File: config.mk
export PLATFORM = sky130hd
export DESIGN_NAME = mem_wb_stage_flat
export DESIGN_NICKNAME = d
export VERILOG_FILES = /design/src/rtl/mem_wb_pkg.sv /design/src/rtl/mem_wb_if.sv /design/src/rtl/load_extend.sv /design/src/rtl/mem_wb_stage.sv /design/src/flat_wrapper.sv
export SDC_FILE = /design/constraint.sdc
export NUM_CORES = 1
export LEC_CHECK = 0
export BUFFER_PORTS_ARGS = -buffer_cell sky130_fd_sc_hd__buf_2
export CAP_MARGIN = 20
export CORE_ASPECT_RATIO = 1.25
export CORE_MARGIN = 4
export CORE_UTILIZATION = 33
export DETAILED_ROUTE_END_ITERATION = 10
export PLACE_DENSITY_LB_ADDON = 0.08
export SETUP_SLACK_MARGIN = 0.2
export SLEW_MARGIN = 10
export SYNTH_ARGS = -nofsm -noshare
export SYNTH_HDL_FRONTEND = slang
export SYNTH_SLANG_ARGS = --single-unit
File: constraint.sdc
create_clock -name clk -period 3 [get_ports clk]
set_clock_uncertainty 0.15 [all_clocks]
set_input_delay 0.45 -clock clk [delete_from_list [all_inputs] [get_ports clk]]
set_output_delay 0.45 -clock clk [all_outputs]
set_load 0.01 [all_outputs]
File: src/rtl/mem_wb_pkg.sv
// Shared codes, widths and FSM state type for the memory/write-back stage.
// Also holds the load-address legality helper shared by the stage decode.
package mem_wb_pkg;

    localparam int DATA_W_DEF = 32;

    localparam logic [2:0] OPSEL_SHIFT_REG   = 3'b000;
    localparam logic [2:0] OPSEL_ARITH_LOGIC = 3'b001;
    localparam logic [2:0] OPSEL_MEM_WRITE   = 3'b100;
    localparam logic [2:0] OPSEL_MEM_READ    = 3'b101;

    localparam logic [2:0] LD_BYTE  = 3'b000;
    localparam logic [2:0] LD_HALF  = 3'b001;
    localparam logic [2:0] LD_WORD  = 3'b011;
    localparam logic [2:0] LD_BYTEU = 3'b100;
    localparam logic [2:0] LD_HALFU = 3'b101;

    typedef enum logic [1:0] {
        S_IDLE,
        S_MEM_RD,
        S_MEM_WR
    } state_e;

    // True when a load sub-op is undefined or its address is misaligned.
    function automatic logic load_bad(input logic [2:0] op, input logic [1:0] a);
        case (op)
            LD_BYTE, LD_BYTEU: load_bad = 1'b0;
            LD_HALF, LD_HALFU: load_bad = a[0];
            LD_WORD:           load_bad = |a;
            default:           load_bad = 1'b1;
        endcase
    endfunction

endpackage

File: src/rtl/mem_wb_if.sv
// Memory request/response bus between the stage (master) and data memory (slave).
interface mem_wb_if import mem_wb_pkg::*; #(parameter int DATA_W = DATA_W_DEF) ();

    logic [DATA_W-1:0] mem_addr;
    logic              mem_rd;
    logic              mem_wr;
    logic [DATA_W-1:0] mem_wdata;
    logic [DATA_W-1:0] mem_rdata;
    logic              mem_ack;

    modport master (
        output mem_addr, mem_rd, mem_wr, mem_wdata,
        input  mem_rdata, mem_ack
    );

    modport slave (
        input  mem_addr, mem_rd, mem_wr, mem_wdata,
        output mem_rdata, mem_ack
    );

endinterface

File: src/rtl/load_extend.sv
// Little-endian lane select of a read word followed by sign or zero extension.
module load_extend import mem_wb_pkg::*; #(
    parameter int DATA_W = DATA_W_DEF
) (
    input  logic [DATA_W-1:0] rdata,
    input  logic [2:0]        op,
    input  logic [1:0]        offset,
    output logic [DATA_W-1:0] data
);

    logic [7:0]  byte_lanes [4];
    logic [15:0] half_lanes [2];
    logic [7:0]  byte_sel;
    logic [15:0] half_sel;

    for (genvar gi = 0; gi < 4; gi++) begin : g_byte
        assign byte_lanes[gi] = rdata[8*gi +: 8];
    end

    for (genvar gi = 0; gi < 2; gi++) begin : g_half
        assign half_lanes[gi] = rdata[16*gi +: 16];
    end

    assign byte_sel = byte_lanes[offset];
    assign half_sel = half_lanes[offset[1]];

    always_comb begin
        case (op)
            LD_BYTE:  data = {{(DATA_W-8){byte_sel[7]}}, byte_sel};
            LD_BYTEU: data = {{(DATA_W-8){1'b0}}, byte_sel};
            LD_HALF:  data = {{(DATA_W-16){half_sel[15]}}, half_sel};
            LD_HALFU: data = {{(DATA_W-16){1'b0}}, half_sel};
            default:  data = rdata;
        endcase
    end

endmodule

File: src/rtl/mem_wb_stage.sv
// Memory/write-back stage: ALU results write back in one cycle, loads and stores
// run a level-held memory request with an acknowledge timeout.
module mem_wb_stage import mem_wb_pkg::*; #(
    parameter int DATA_W      = DATA_W_DEF,
    parameter int ACK_TIMEOUT = 15
) (
    input  logic              clk,
    input  logic              rst_n,
    input  logic              valid_in,
    output logic              ready_out,
    input  logic [DATA_W-1:0] aluout,
    input  logic              carry,
    input  logic [2:0]        opselect_in,
    input  logic [2:0]        operation_in,
    input  logic [4:0]        dest_in,
    input  logic [DATA_W-1:0] store_data_in,
    mem_wb_if.master          mem,
    output logic              wb_en,
    output logic [4:0]        wb_addr,
    output logic [DATA_W-1:0] wb_data,
    output logic              carry_flag,
    output logic              err
);

    localparam int              CNT_W    = $clog2(ACK_TIMEOUT + 1);
    localparam logic [CNT_W-1:0] CNT_LAST = CNT_W'(ACK_TIMEOUT - 1);

    state_e            state_reg;
    logic [CNT_W-1:0]  cnt_reg;
    logic [2:0]        op_reg;
    logic [1:0]        off_reg;
    logic [4:0]        dest_reg;
    logic [DATA_W-1:0] mem_addr_reg;
    logic [DATA_W-1:0] mem_wdata_reg;
    logic              mem_rd_reg;
    logic              mem_wr_reg;

    logic              is_alu;
    logic              is_rd;
    logic              is_wr;
    logic              bad;
    logic [DATA_W-1:0] ext_data;

    assign ready_out     = (state_reg == S_IDLE);
    assign mem.mem_addr  = mem_addr_reg;
    assign mem.mem_wdata = mem_wdata_reg;
    assign mem.mem_rd    = mem_rd_reg;
    assign mem.mem_wr    = mem_wr_reg;

    load_extend #(.DATA_W(DATA_W)) u_load_extend (
        .rdata  (mem.mem_rdata),
        .op     (op_reg),
        .offset (off_reg),
        .data   (ext_data)
    );

    // Decode of the result offered in IDLE; bad covers illegal class, sub-op and alignment.
    always_comb begin
        is_alu = (opselect_in == OPSEL_SHIFT_REG) || (opselect_in == OPSEL_ARITH_LOGIC);
        is_rd  = (opselect_in == OPSEL_MEM_READ);
        is_wr  = (opselect_in == OPSEL_MEM_WRITE);
        bad    = 1'b0;
        if (is_rd) begin
            bad = load_bad(operation_in, aluout[1:0]);
        end else if (is_wr) begin
            bad = |aluout[1:0];
        end else if (!is_alu) begin
            bad = 1'b1;
        end
    end

    always_ff @(posedge clk or negedge rst_n) begin
        if (!rst_n) begin
            state_reg     <= S_IDLE;
            cnt_reg       <= '0;
            op_reg        <= '0;
            off_reg       <= '0;
            dest_reg      <= '0;
            mem_addr_reg  <= '0;
            mem_wdata_reg <= '0;
            mem_rd_reg    <= 1'b0;
            mem_wr_reg    <= 1'b0;
            wb_en         <= 1'b0;
            wb_addr       <= '0;
            wb_data       <= '0;
            carry_flag    <= 1'b0;
            err           <= 1'b0;
        end else begin
            wb_en <= 1'b0;
            err   <= 1'b0;
            case (state_reg)
                S_IDLE: begin
                    if (valid_in) begin
                        if (bad) begin
                            err <= 1'b1;
                        end else if (is_alu) begin
                            wb_en   <= (dest_in != 5'd0);
                            wb_addr <= dest_in;
                            wb_data <= aluout;
                            if (opselect_in == OPSEL_ARITH_LOGIC) begin
                                carry_flag <= carry;
                            end
                        end else begin
                            mem_addr_reg <= {aluout[DATA_W-1:2], 2'b00};
                            cnt_reg      <= '0;
                            op_reg       <= operation_in;
                            off_reg      <= aluout[1:0];
                            dest_reg     <= dest_in;
                            if (is_rd) begin
                                mem_rd_reg <= 1'b1;
                                state_reg  <= S_MEM_RD;
                            end else begin
                                mem_wr_reg    <= 1'b1;
                                mem_wdata_reg <= store_data_in;
                                state_reg     <= S_MEM_WR;
                            end
                        end
                    end
                end
                S_MEM_RD, S_MEM_WR: begin
                    // An acknowledge always beats the timeout, even on the last allowed cycle.
                    if (mem.mem_ack) begin
                        mem_rd_reg <= 1'b0;
                        mem_wr_reg <= 1'b0;
                        state_reg  <= S_IDLE;
                        if (state_reg == S_MEM_RD) begin
                            wb_en   <= (dest_reg != 5'd0);
                            wb_addr <= dest_reg;
                            wb_data <= ext_data;
                        end
                    end else if (cnt_reg == CNT_LAST) begin
                        mem_rd_reg <= 1'b0;
                        mem_wr_reg <= 1'b0;
                        err        <= 1'b1;
                        state_reg  <= S_IDLE;
                    end else begin
                        cnt_reg <= cnt_reg + 1'b1;
                    end
                end
                default: state_reg <= S_IDLE;
            endcase
        end
    end

endmodule

File: src/flat_wrapper.sv
// flat-port wrapper written by rule: the top's interface ports become plain ports
module mem_wb_stage_flat import mem_wb_pkg::*;
#(
    parameter int DATA_W      = DATA_W_DEF,
    parameter int ACK_TIMEOUT = 15
)
  (clk, rst_n, valid_in, ready_out, aluout, carry, opselect_in, operation_in, dest_in, store_data_in, wb_en, wb_addr, wb_data, carry_flag, err, mem_mem_addr, mem_mem_rd, mem_mem_wr, mem_mem_wdata, mem_mem_rdata, mem_mem_ack);
  mem_wb_if #(.DATA_W(DATA_W)) mem_i ();
  input  logic clk;
  input  logic rst_n;
  input  logic valid_in;
  output logic ready_out;
  input  logic [DATA_W-1:0] aluout;
  input  logic carry;
  input  logic [2:0] opselect_in;
  input  logic [2:0] operation_in;
  input  logic [4:0] dest_in;
  input  logic [DATA_W-1:0] store_data_in;
  output logic wb_en;
  output logic [4:0] wb_addr;
  output logic [DATA_W-1:0] wb_data;
  output logic carry_flag;
  output logic err;
  output wire logic [$bits(mem_i.mem_addr)-1:0] mem_mem_addr;
  output wire logic [$bits(mem_i.mem_rd)-1:0] mem_mem_rd;
  output wire logic [$bits(mem_i.mem_wr)-1:0] mem_mem_wr;
  output wire logic [$bits(mem_i.mem_wdata)-1:0] mem_mem_wdata;
  input wire logic [$bits(mem_i.mem_rdata)-1:0] mem_mem_rdata;
  input wire logic [$bits(mem_i.mem_ack)-1:0] mem_mem_ack;
  assign mem_mem_addr = mem_i.mem_addr;
  assign mem_mem_rd = mem_i.mem_rd;
  assign mem_mem_wr = mem_i.mem_wr;
  assign mem_mem_wdata = mem_i.mem_wdata;
  assign mem_i.mem_rdata = mem_mem_rdata;
  assign mem_i.mem_ack = mem_mem_ack;
  mem_wb_stage #(.DATA_W(DATA_W), .ACK_TIMEOUT(ACK_TIMEOUT)) u_core (.clk(clk), .rst_n(rst_n), .valid_in(valid_in), .ready_out(ready_out), .aluout(aluout), .carry(carry), .opselect_in(opselect_in), .operation_in(operation_in), .dest_in(dest_in), .store_data_in(store_data_in), .mem(mem_i), .wb_en(wb_en), .wb_addr(wb_addr), .wb_data(wb_data), .carry_flag(carry_flag), .err(err));
endmodule
==> run_results.csv <==
group,metric,value,unit
finish,nFillCells,1688,
clock_network,cts.clk_slew.worst_paths,50,ps
place,gp_congestion,0.799,
sta,fin_tns_setup,0,ps
route,drc_errors,0,
route,vias_per_cell,4.93,
global_routing,overflow,0,
finish,layout.nets,846,
yosys,ys_types,46,
yosys,synth_area_leaders,"dfrtp_1, mux2_2, nand2_1, o22ai_1, o21ai_0",
route,antenna_left,0,
hold_path,hold_end,"u_core.mem.mem_wdata[12]$_DFFE_PN0P_",
route,vias,4752,
job,cap_viol_max_count,0,
finish,fin_cells,963,
clock_network,insertion_delay,400,ps
setup_path,critPathKind,"reg -> reg",
hold_path,hold_path.class,"in -> reg",
yosys,synth_enable_flop_cells,0,
pwr,powerDensity,1110,nW/um^2
pwr,ir_drop,0.457,mV
setup_path,path_cells,"inv_1 -> ha_2 -> nor2b_1 -> a2111o_1 -> nor4b_4 -> a221oi_1",
global_routing,grt_pass1_wl,26600,microns
setup_path,timing.rr.end,"u_core.wb_data[14]$_DFFE_PN0P_",
floorplan,core_area,16900,sq um
clock_network,cts_buffers,17,
floorplan,row_count,53,
global_routing,antenna_found_initial,5,
sta,timing.fmax,408,MHz
yosys,synth_area_per_cell,11.1,sq um
setup_path,worstPathArrival,2550,ps
yosys,netlist_instances,514,
yosys,syn_area,5710,sq um
place,port_buffers,216,
setup_path,reg2reg_depth,6,
hold_path,hold_path.startpoint,"store_data_in[12]",
floorplan,die_area,19500,sq um
yosys,yosysSeqAreaShare,52.6,%
sta,finalCritPeriodShare,81.8,%
sta,hold_viol,0,
setup_path,end_kind,"register",
clock_network,cts_resized,0,
route,top_layer_used,"met5",
yosys,ys.flop_type,"dfrtp_1",
yosys,ys.warnings.count,0,
setup_path,critical_path_required,3100,ps
sta,setup-violations-final,0,
setup_path,ff2ff_setup_slack,550,ps
place,hpwl,12700,microns
yosys,synth_top_area_share,52.6,%
place,post-place-ws,517,ps
route,wl_met2,7820,microns
finish,drive_gt1_share,46.5,%
route,routedWlPerCell,17.5,microns
route,met3_length,1340,microns
yosys,ys_async_sr_fraction,100,%
sta,period_needed,2450,ps
floorplan,start_util,33.7,%
finish,layout_common_cells,"buf_2, dfrtp_1, mux2_2",
global_routing,grt_pass1_vias,5062,
clock_network,root_buffer,"clkbuf_16",
route,dr.first_iter.drc_count,202,
yosys,yosys.area.top_type,"dfrtp_1",
hold_path,min_path_cells,2,
route,dr.pass1.iters,4,
sta,tightest_slew,882,ps
finish,final_common_cell,"buf_2",
pwr,finalPower,8.46,mW
yosys,ys_seq_elements,120,
route,drt_wl_total,16800,microns
sta,layout_setup_ws,547,ps
floorplan,die_y,155,microns
clock_network,clock-sinks,120,
status,status,"finished clean",
setup_path,cp-start-kind,"register",
route,routedLengthMet1,7090,microns
sta,relSlewSlack,41.0,%
global_routing,grtUsageTotal,17.1,%
floorplan,die-width,126,microns
clock_network,cts_tree,"yes",
sta,final_max_slew_viol_count,0,
setup_path,r2r-start,"u_core.state_reg[0]$_DFFE_PN0P_",
setup_path,slowest_stage,"nor4b_4",
pwr,total_leakage_power,3.74,nW
finish,fin_util,44.9,%
clock_network,clockBufferDepth,2,
setup_path,crit_path_max_incr_delay,520,ps
setup_path,crit_path_max_fanout,7,
place,dp.cells,928,
floorplan,ios,219,
global_routing,grt_start_max_net_pins,74,
sta,rsz0062_at_grt,"no",
clock_network,htree_levels,4,
finish,syn2layout_area_growth,33.0,%
per-layer routing:
metal	global-route usage [%]	vias up
met3	6.01	34
met2	27.1	175
met5	0	-
met1	21.0	2273
li1	-	2266
met4	7.95	4
worst max path at each step:
stage | startpoint | endpoint | slack, ps | depth (start not counted)
floorplan | u_core.state_reg[0]$_DFFE_PN0P_ | u_core.wb_data[12]$_DFFE_PN0P_ | 880 | 6
global placement | u_core.state_reg[0]$_DFFE_PN0P_ | u_core.mem.mem_wdata[21]$_DFFE_PN0P_ | 620 | 5
detailed placement | u_core.state_reg[0]$_DFFE_PN0P_ | u_core.mem.mem_wdata[29]$_DFFE_PN0P_ | 520 | 5
CTS | u_core.state_reg[0]$_DFFE_PN0P_ | u_core.mem.mem_wdata[14]$_DFFE_PN0P_ | 520 | 5
global route | u_core.state_reg[0]$_DFFE_PN0P_ | u_core.mem.mem_wdata[29]$_DFFE_PN0P_ | 370 | 5
finish | u_core.state_reg[0]$_DFFE_PN0P_ | u_core.wb_data[14]$_DFFE_PN0P_ | 550 | 6
final cells by class:
cell class | count | area (sq um) | area share [%]
flip-flops and latches | 120 | 3000 | 39.6
multi-input cells | 353 | 2510 | 33.1
repair buffers | 229 | 1200 | 15.8
clock buffers | 21 | 460 | 6.07
well taps | 220 | 275 | 3.63
clock inverters | 10 | 103 | 1.35
inverters | 7 | 26.3 | 0.346
diodes | 3 | 7.51 | 0.0989
cell usage after synthesis, types with 3 or more instances:
cell and count:
o21ai_0 25, o22ai_1 26, a211o_1 3, o21ai_1 3, nor3b_1 6, a21oi_1 11
mux2i_1 9, a221oi_1 7, nand3b_1 5, o31ai_1 5, dfrtp_1 120, mux2_2 80
o21bai_1 4, nand2b_1 13, nand3_1 3, a31oi_1 10, nor3_1 5, inv_1 7
buf_2 10, clkbuf_1 19, and3_1 3, nand2_1 75, buf_4 3, o211ai_1 4
nor2_1 25, ha_1 6
kinds of logic after synthesis:
family / share of synthesized area, %
AND/OR/NAND/NOR: 12.3
adder cells (fa/ha/maj): 1.32
multiplexers: 17.4
AO/OA/AOI/OAI: 12.9
flip-flops: 52.6
buffers and inverters: 3.44
other: 0.0657
where the power goes:
group | internal [mW] | switching, mW
Combinational | 1.65 | 2.07
Clock | 1.25 | 0.695
Sequential | 2.35 | 0.447
worst max-delay path: cells and delay by family, from the launching register on:
kind | cells | cell delay [ps]
adder cells (fa/ha/maj) | 1 | 300
buffers and inverters | 1 | 120
AND/OR/NAND/NOR | 2 | 710
flip-flops | 1 | 400
AO/OA/AOI/OAI | 2 | 620
repair_timing:
action / 4_1_cts / 5_1_grt
setup buffers: 0 / 0
hold buffers: 1 / 0
setup endpoints to repair: 0 / 0
endpoints found under the hold margin: 48 / 0
per-stage QoR:
stage	area, sq um	hold WS [ps]
final	7590	124
after global routing	7590	106
after CTS	7580	101
after detailed placement	7010	274
after global placement	7010	273
after floorplan	5710	4.41
Power figures use the tool's default switching activity.
